==> src/rtl/particle_broadcast_ctrl.sv <==
// Sequences one cell's particles out of cell memory: waits for the count, issues reads for
// IDs 1..N under pause back-pressure, tags returned words with their ID, then pulses done.
module particle_broadcast_ctrl #(
  parameter int PARTICLE_ID_WIDTH = 7,
  parameter int RD_LATENCY        = 2
) (
  input  logic                         clk,
  input  logic                         rst,
  input  logic                         start,
  input  logic                         particle_num_valid,
  input  logic [PARTICLE_ID_WIDTH-1:0] particle_num,
  input  logic                         pause,
  output logic                         rd_en,
  output logic [PARTICLE_ID_WIDTH-1:0] rd_addr,
  output logic                         particle_valid_out,
  output logic [PARTICLE_ID_WIDTH-1:0] particle_id_out,
  output logic                         busy,
  output logic                         broadcast_done
);

  localparam int W   = PARTICLE_ID_WIDTH;
  localparam int DCW = (RD_LATENCY < 2) ? 1 : $clog2(RD_LATENCY + 1);
  localparam logic [W-1:0]   ONE       = W'(1);
  localparam logic [DCW-1:0] DRAIN_END = DCW'(RD_LATENCY);

  typedef enum logic [2:0] {
    S_IDLE,
    S_WAIT_NUM,
    S_BROADCAST,
    S_DRAIN,
    S_DONE
  } state_t;

  state_t         r_state;
  logic [W-1:0]   r_num;
  logic [W-1:0]   r_id;
  logic [DCW-1:0] r_drain_cnt;
  logic           r_rd_en;
  logic [W-1:0]   r_rd_addr;
  logic           r_busy;
  logic           r_done;

  logic           r_vld_pipe [RD_LATENCY];
  logic [W-1:0]   r_id_pipe  [RD_LATENCY];
  logic [W-1:0]   w_issue_id;

  always_ff @(posedge clk) begin
    if (rst) begin
      r_state     <= S_IDLE;
      r_num       <= '0;
      r_id        <= '0;
      r_drain_cnt <= '0;
      r_rd_en     <= 1'b0;
      r_rd_addr   <= '0;
      r_busy      <= 1'b0;
      r_done      <= 1'b0;
    end else begin
      r_rd_en   <= 1'b0;
      r_rd_addr <= '0;
      r_done    <= 1'b0;
      r_busy    <= (r_state != S_IDLE);
      case (r_state)
        S_IDLE: begin
          if (start) r_state <= S_WAIT_NUM;
        end
        S_WAIT_NUM: begin
          if (particle_num_valid) begin
            r_num   <= particle_num;
            r_id    <= ONE;
            r_state <= (particle_num == '0) ? S_DONE : S_BROADCAST;
          end
        end
        S_BROADCAST: begin
          if (!pause) begin
            r_rd_en   <= 1'b1;
            r_rd_addr <= r_id - ONE;
            // Equality stop and no increment on the last issue: id never wraps at 2^W-1.
            if (r_id == r_num) begin
              r_state     <= S_DRAIN;
              r_drain_cnt <= '0;
            end else begin
              r_id <= r_id + ONE;
            end
          end
        end
        S_DRAIN: begin
          // Covers the memory latency plus the output register so done trails the last word.
          if (r_drain_cnt == DRAIN_END) r_state <= S_DONE;
          else                          r_drain_cnt <= r_drain_cnt + DCW'(1);
        end
        S_DONE: begin
          r_done  <= 1'b1;
          r_state <= S_IDLE;
        end
        default: r_state <= S_IDLE;
      endcase
    end
  end

  assign w_issue_id = r_rd_en ? (r_rd_addr + ONE) : '0;

  generate
    for (genvar gi = 0; gi < RD_LATENCY; gi++) begin : g_dly
      if (gi == 0) begin : g_first
        always_ff @(posedge clk) begin
          if (rst) begin
            r_vld_pipe[gi] <= 1'b0;
            r_id_pipe[gi]  <= '0;
          end else begin
            r_vld_pipe[gi] <= r_rd_en;
            r_id_pipe[gi]  <= w_issue_id;
          end
        end
      end else begin : g_rest
        always_ff @(posedge clk) begin
          if (rst) begin
            r_vld_pipe[gi] <= 1'b0;
            r_id_pipe[gi]  <= '0;
          end else begin
            r_vld_pipe[gi] <= r_vld_pipe[gi-1];
            r_id_pipe[gi]  <= r_id_pipe[gi-1];
          end
        end
      end
    end
  endgenerate

  assign rd_en              = r_rd_en;
  assign rd_addr            = r_rd_addr;
  assign particle_valid_out = r_vld_pipe[RD_LATENCY-1];
  assign particle_id_out    = r_id_pipe[RD_LATENCY-1];
  assign busy               = r_busy;
  assign broadcast_done     = r_done;

endmodule

==> config.mk <==
export PLATFORM = sky130hd
export DESIGN_NAME = particle_broadcast_ctrl
export DESIGN_NICKNAME = d
export VERILOG_FILES = /design/src/rtl/particle_broadcast_ctrl.sv
export SDC_FILE = /design/constraint.sdc
export NUM_CORES = 1
export LEC_CHECK = 0
export BUFFER_PORTS_ARGS = -buffer_cell sky130_fd_sc_hd__buf_2
export CORE_MARGIN = 1
export CORE_UTILIZATION = 45
export DETAILED_ROUTE_END_ITERATION = 7
export PLACE_DENSITY = 0.65
export SLEW_MARGIN = 10
export SYNTH_ARGS = -nofsm -noshare
export SYNTH_HDL_FRONTEND = slang
export SYNTH_SLANG_ARGS = --single-unit
==> constraint.sdc <==
create_clock -name clk -period 2.6 [get_ports clk]
set_clock_uncertainty 0.15 [all_clocks]
set_input_delay 0.26 -clock clk [delete_from_list [all_inputs] [get_ports clk]]
set_output_delay 0.26 -clock clk [all_outputs]
set_load 0.05 [all_outputs]
# [Yosys cells after proc, flatten, opt, wreduce, memory -nomap -nowiden]
# Memories as Yosys holds them, arrays and structs flattened.
# Index checks and enable logic that the tools add are counted.
[totals] out_inout_bits=18 romBits=0 mem_bits_rw=16 wordCells=68 mem_count=2 latch_bits=0 register_bits=29 input_bits=12
[op_classes] n_shift=0 addsub=4 order_cmp=0 muxes=25 n_eq_ne=13 n_reduce_logical=11 n_div=0 bitwise_logic=5 mul=0
[mem_list] memory="r_id_pipe" words=2 word_bits=7 rd=2 rd_ports_with_merged_regs=0 wr=2 line="44" text="logic [W-1:0] r_id_pipe [RD_LATENCY];"
[mem_list] memory="r_vld_pipe" words=2 word_bits=1 rd=2 rd_ports_with_merged_regs=0 wr=2 line="43" text="logic r_vld_pipe [RD_LATENCY];"
[ops] cell="$mux 7" n=6
[ops] cell="$mux 3" n=6
[ops] cell="$add 7x1->7 const B" n=2
[ops] cell="$ne 2x2->1 const B" n=7
[ops] cell="$pmux 7 s2" n=1
[ops] cell="$pmux 3 s4" n=1
[ops] cell="$reduce_and 4->1" n=2
[ops] cell="$eq 7x7->1" n=1
[ops] cell="$logic_not 7->1" n=1
[ops] cell="$mux 1" n=7
[ops] cell="$sub 7x1->7 const B" n=1
[ops] cell="$eq 3x2->1 const B" n=2
[ops] cell="$mux 2" n=3
[ops] cell="$reduce_and 5->1" n=1
[ops] cell="$or 1x1->1" n=4
[ops] cell="$pmux 2 s2" n=1
[ops] cell="$reduce_bool 2->1" n=2
[ops] cell="$eq 3x1->1 const B" n=1
[ops] cell="$eq 3x3->1 const B" n=1
[ops] cell="$logic_not 3->1" n=1
[ops] cell="$reduce_bool 3->1" n=1
[ops] cell="$reduce_or 3->1" n=1
[ops] cell="$add 2x1->2 const B" n=1
[ops] cell="$eq 2x2->1 const B" n=1
[ops] cell="3 further kinds" n=3

# [Logic depth before layout (Yosys ltp)]
[logic_depth] depth_word=4 mapped_depth=6 depth_no_buf=6

# [Worst setup path before layout]
# Ideal clock, no wire load.
[synth_path] path_type="flip-flop to flip-flop" from="register r_id[4]" to="register r_id[2]" period_less_slack_ns=1.616 path_buffers=0 slack_ns=0.984 setup_time_ns=0.073 stages_incl_launch_ff=5 required_ns=2.377 arrival_ns=1.393 path_cell_list="dfxtp_1 xnor2_2 or3b_1 o32a_4 o211ai_2"
[synth_via] elab_chain_cells=3
[synth_rtl] element="start, declared" line="36" text="logic [W-1:0] r_id;"
[synth_rtl] element="start signal, assigned" line="82" text="r_id <= r_id + ONE;"
[synth_rtl] element="$eq 7x7->1" line="78" text="if (r_id == r_num) begin"
[synth_rtl] element="$ne 2x2->1 (no source line)"
[synth_rtl] element="$reduce_and 4->1 (no source line)"
# Every way passes these cells.
# A chain may end at the register's enable or synchronous reset.

# [Worst setup path after layout]
[layout_path] from="register r_state[1]" to="register r_id[4]"
[layout_via] elab_chain_cells=3 word_cells_on_any_way=8 classes_between="eq/ne (5); mux (1); reduce/logical (2)"
[layout_rtl] element="start, declared" line="34" text="state_t r_state;"
[layout_rtl] element="start signal, assigned" line="70" text="r_state <= (particle_num == '0) ? S_DONE : S_BROADCAST;"
[layout_rtl] element="$eq 3x2->1 or $eq 3x1->1 (tied branches)" line="62" text="case (r_state)"
[layout_rtl] element="$ne 2x2->1 (no source line) or $reduce_bool 2->1 (tied branches)"
[layout_rtl] element="$reduce_and 4->1 (no source line)"
# Several ways; a longest one is shown, not always the timed one.

==> reports/metrics.cfg <==
[cells_and_area]
area_growth_pct=12.6
nets=259
layout_commonest_cell=dfxtp_1
final_cell_area_um2=2280
fillCellCount=423
diodes=0
multiInputGateArea_um2=1020
final_cell_mix=dfxtp_1, buf_2, nor2_1
layout-drive-gt1-share_pct=21.7
ff_latch_area_um2=901

[worst_setup_path]
r2r_cells=4
r2r_setup_slack_ns=0.74
rr_endpoint=r_id[4]$_SDFFE_PP0P_
criticalPathCategory=reg -> reg
r2r-start=r_state[1]$_SDFFE_PP0P_
end_kind=flip-flop
path_max_fanout=13
startpoint_type=flip-flop
crit_arrival_ns=1.95
cp_data_required_time_ns=2.69

[cts]
clkLatencyLatePin_ns=0.30
cts_root_buffer=clkbuf_8
cts_tree=yes
cts.sinks=45
path_clk_slew_ns=0.09
clockBufferDepth=2
ctsHoldBuffers=0
postCtsResizedCells=0
numCtsBuffers=5
cts_setup_buffers=0
htreeDepth=2

[routing]
vias_per_cell=5.17
wl_per_cell_um=12.4
drt_pass1_iterations=4
ant_nets=0
vias=1530
drt_wl_total_mm=3.68
drt_iter0_drc=74
route.detailed.drc=0

[placed_design]
dpl_cell_area_um2=2190
numPortBuffers=29
hpwl_mm=2.65
place.gp.congestion=0.746

[timing]
slew_viol_final=0
rsz0062_at_grt=no
fmax_ghz=0.538
period_share_pct=71.5
final_hold_viol_count=0
tns_ns=0
worstMarginPinSlew_ns=0.552
layout_min_cycle_time_ns=1.86
maxSlewHeadroom_pct=63.1
setup-violations-final=0

[synth]
ys_warn_count=0
synth_seq_cells=45
ys_seq_area_share_pct=44.5
synth_cell_types=45
netlist_area_um2=2020
netlist_instances=214
synth_nets=230
synth_area_per_cell_um2=9.46

[grt]
grt_pass1_vias=1469
grt_pass1_wl_mm=6.48
grt_max_degree=25
met2_usage_pct=28.6
gr-total-overflow=0
grt-busiest-layer=met2
grt_usage_pct=16.9
antenna_found_initial=0
use_met1_pct=20.3
met3_usage_pct=4.82

[floorplan]
die_w_um=69.1
core_um2=4320
die_height_um=69.1
rows=24
initial_utilization_pct=46.8
ios=30
die_area_um2=4770

[flow_run]
cap_violations=0

[power]
leakage_nw=0.945
power_density_nw_per_um2=714
max-vdd-ir-drop_v=0.000304
clockPowerShare_pct=27.2
intPower_w=0.00108
pwr-share-seq_pct=48.7
p_sw_share_pct=33.9
combPwrFrac_pct=24.1
power_switching_w=0.000552

[hold_path]
worstHoldEndpoint=r_num[6]$_SDFFE_PP0P_
min_path_cells=3
hp-class=in -> reg
min_from=particle_num[6]

[status]
status=complete, no violations

[kinds of logic (layout without fill, tap and decap cells)]
logic type	after synthesis	after routing	synth area share [%]
and+or+nand+nor	82	82	22.4
DFF	45	45	44.5
AOI/OAI and AO/OA	44	44	16.9
buffers and inverters	21	51	5.13
xor gates and xnor gates	17	17	8.10
adders and majority gates	4	4	2.47
muxes	1	1	0.494
[cells in the mapped netlist (all sizes together)]
library cell / count / area share (%)
nand2b: 4 / 1.2
nor4bb: 1 / 0.49
buf: 7 / 2.4
or3b: 2 / 0.87
a32o: 1 / 0.49
ha: 4 / 2.5
nor3: 7 / 1.7
o21bai: 1 / 0.37
nor2: 20 / 3.7
o32a: 1 / 1.1
o21ai: 10 / 2.5
a21oi: 10 / 3.0
a311oi: 1 / 0.43
xor2: 2 / 0.87
nor4: 3 / 0.93
and3: 3 / 0.93
nand3: 9 / 2.5
nor4b: 1 / 0.74
dfxtp: 45 / 44
nand4: 2 / 1.4
and2b: 1 / 0.37
inv: 13 / 2.5
a21boi: 1 / 0.37
a211oi: 2 / 0.74
mux2i: 1 / 0.49
nor2b: 10 / 3.1
o2111ai: 1 / 0.43
xnor2: 15 / 7.2
o31ai: 2 / 0.99
nand3b: 2 / 1.4
o211ai: 11 / 5.3
o21a: 3 / 1.1
nand2: 17 / 3.2
clkbuf: 1 / 0.19
[stage by stage]
step	utilization (%)	std cells	setup WS, ns	hold slack (ns)	total power [W]
6_report	52.7	296	0.742	0.0470	0.00163
3_5_place_dp	50.6	288	0.746	0.270	0.00120
5_1_grt	52.7	296	0.557	0.0576	0.00172
2_1_floorplan	-	214	0.984	0.246	0.00112
3_3_place_gp	50.6	288	0.770	0.268	0.00120
4_1_cts	52.7	296	0.729	0.0453	0.00164
[per-layer routing]
| layer | wire (um) | vias to the layer above |
|---|---|---|
| met5 | 0 | - |
| met4 | 68 | 0 |
| met3 | 174 | 8 |
| met2 | 1720 | 36 |
| met1 | 1720 | 692 |
| li1 | - | 794 |
[flip-flops by register name, summed over array words and instances, names as in the netlist]
name	cells
broadcast_done	1
busy	1
r_drain_cnt	2
r_id	7
r_id_pipe	14
r_num	7
r_state	3
r_vld_pipe	2
rd_addr	7
rd_en	1
[power groups by stage]
stage	Clock, W	Sequential, W	Combinational (W)
finish	0.000443	0.000792	0.000392
CTS	0.000456	0.000793	0.000395
global route	0.000484	0.000803	0.000432
floorplan	0	0.000830	0.000288
detailed placement	0	0.000809	0.000394
global placement	0	0.000810	0.000391
[critical path, cell delays in order (launching register included)]
cell and delay, ns:
dfxtp_1 0.54, and2b_1 0.25, or3b_1 0.36, o32a_4 0.36, o211ai_2 0.13
[area by class of cell]
type                       instances  share of cell area [%]
clock buffer                       5                    3.02
multi-input combinational        148                    44.7
timing repair buffer              30                    6.70
tap                               52                    2.85
clock inverter                     3                   0.933
inverter                          13                    2.25
sequential                        45                    39.5
[worst max-delay path by stage]
stage,start,end,slack (ns)
floorplan,r_id[4]$_SDFFE_PP0P_,r_id[2]$_SDFFE_PP0P_,0.98
global placement,r_state[1]$_SDFFE_PP0P_,r_id[6]$_SDFFE_PP0P_,0.77
detailed placement,r_state[1]$_SDFFE_PP0P_,r_id[5]$_SDFFE_PP0P_,0.75
CTS,r_state[1]$_SDFFE_PP0P_,r_id[5]$_SDFFE_PP0P_,0.73
global route,r_state[2]$_SDFFE_PP0P_,r_id[2]$_SDFFE_PP0P_,0.56
finish,r_state[1]$_SDFFE_PP0P_,r_id[4]$_SDFFE_PP0P_,0.74
Note: power is estimated with default switching activity, not from simulation.
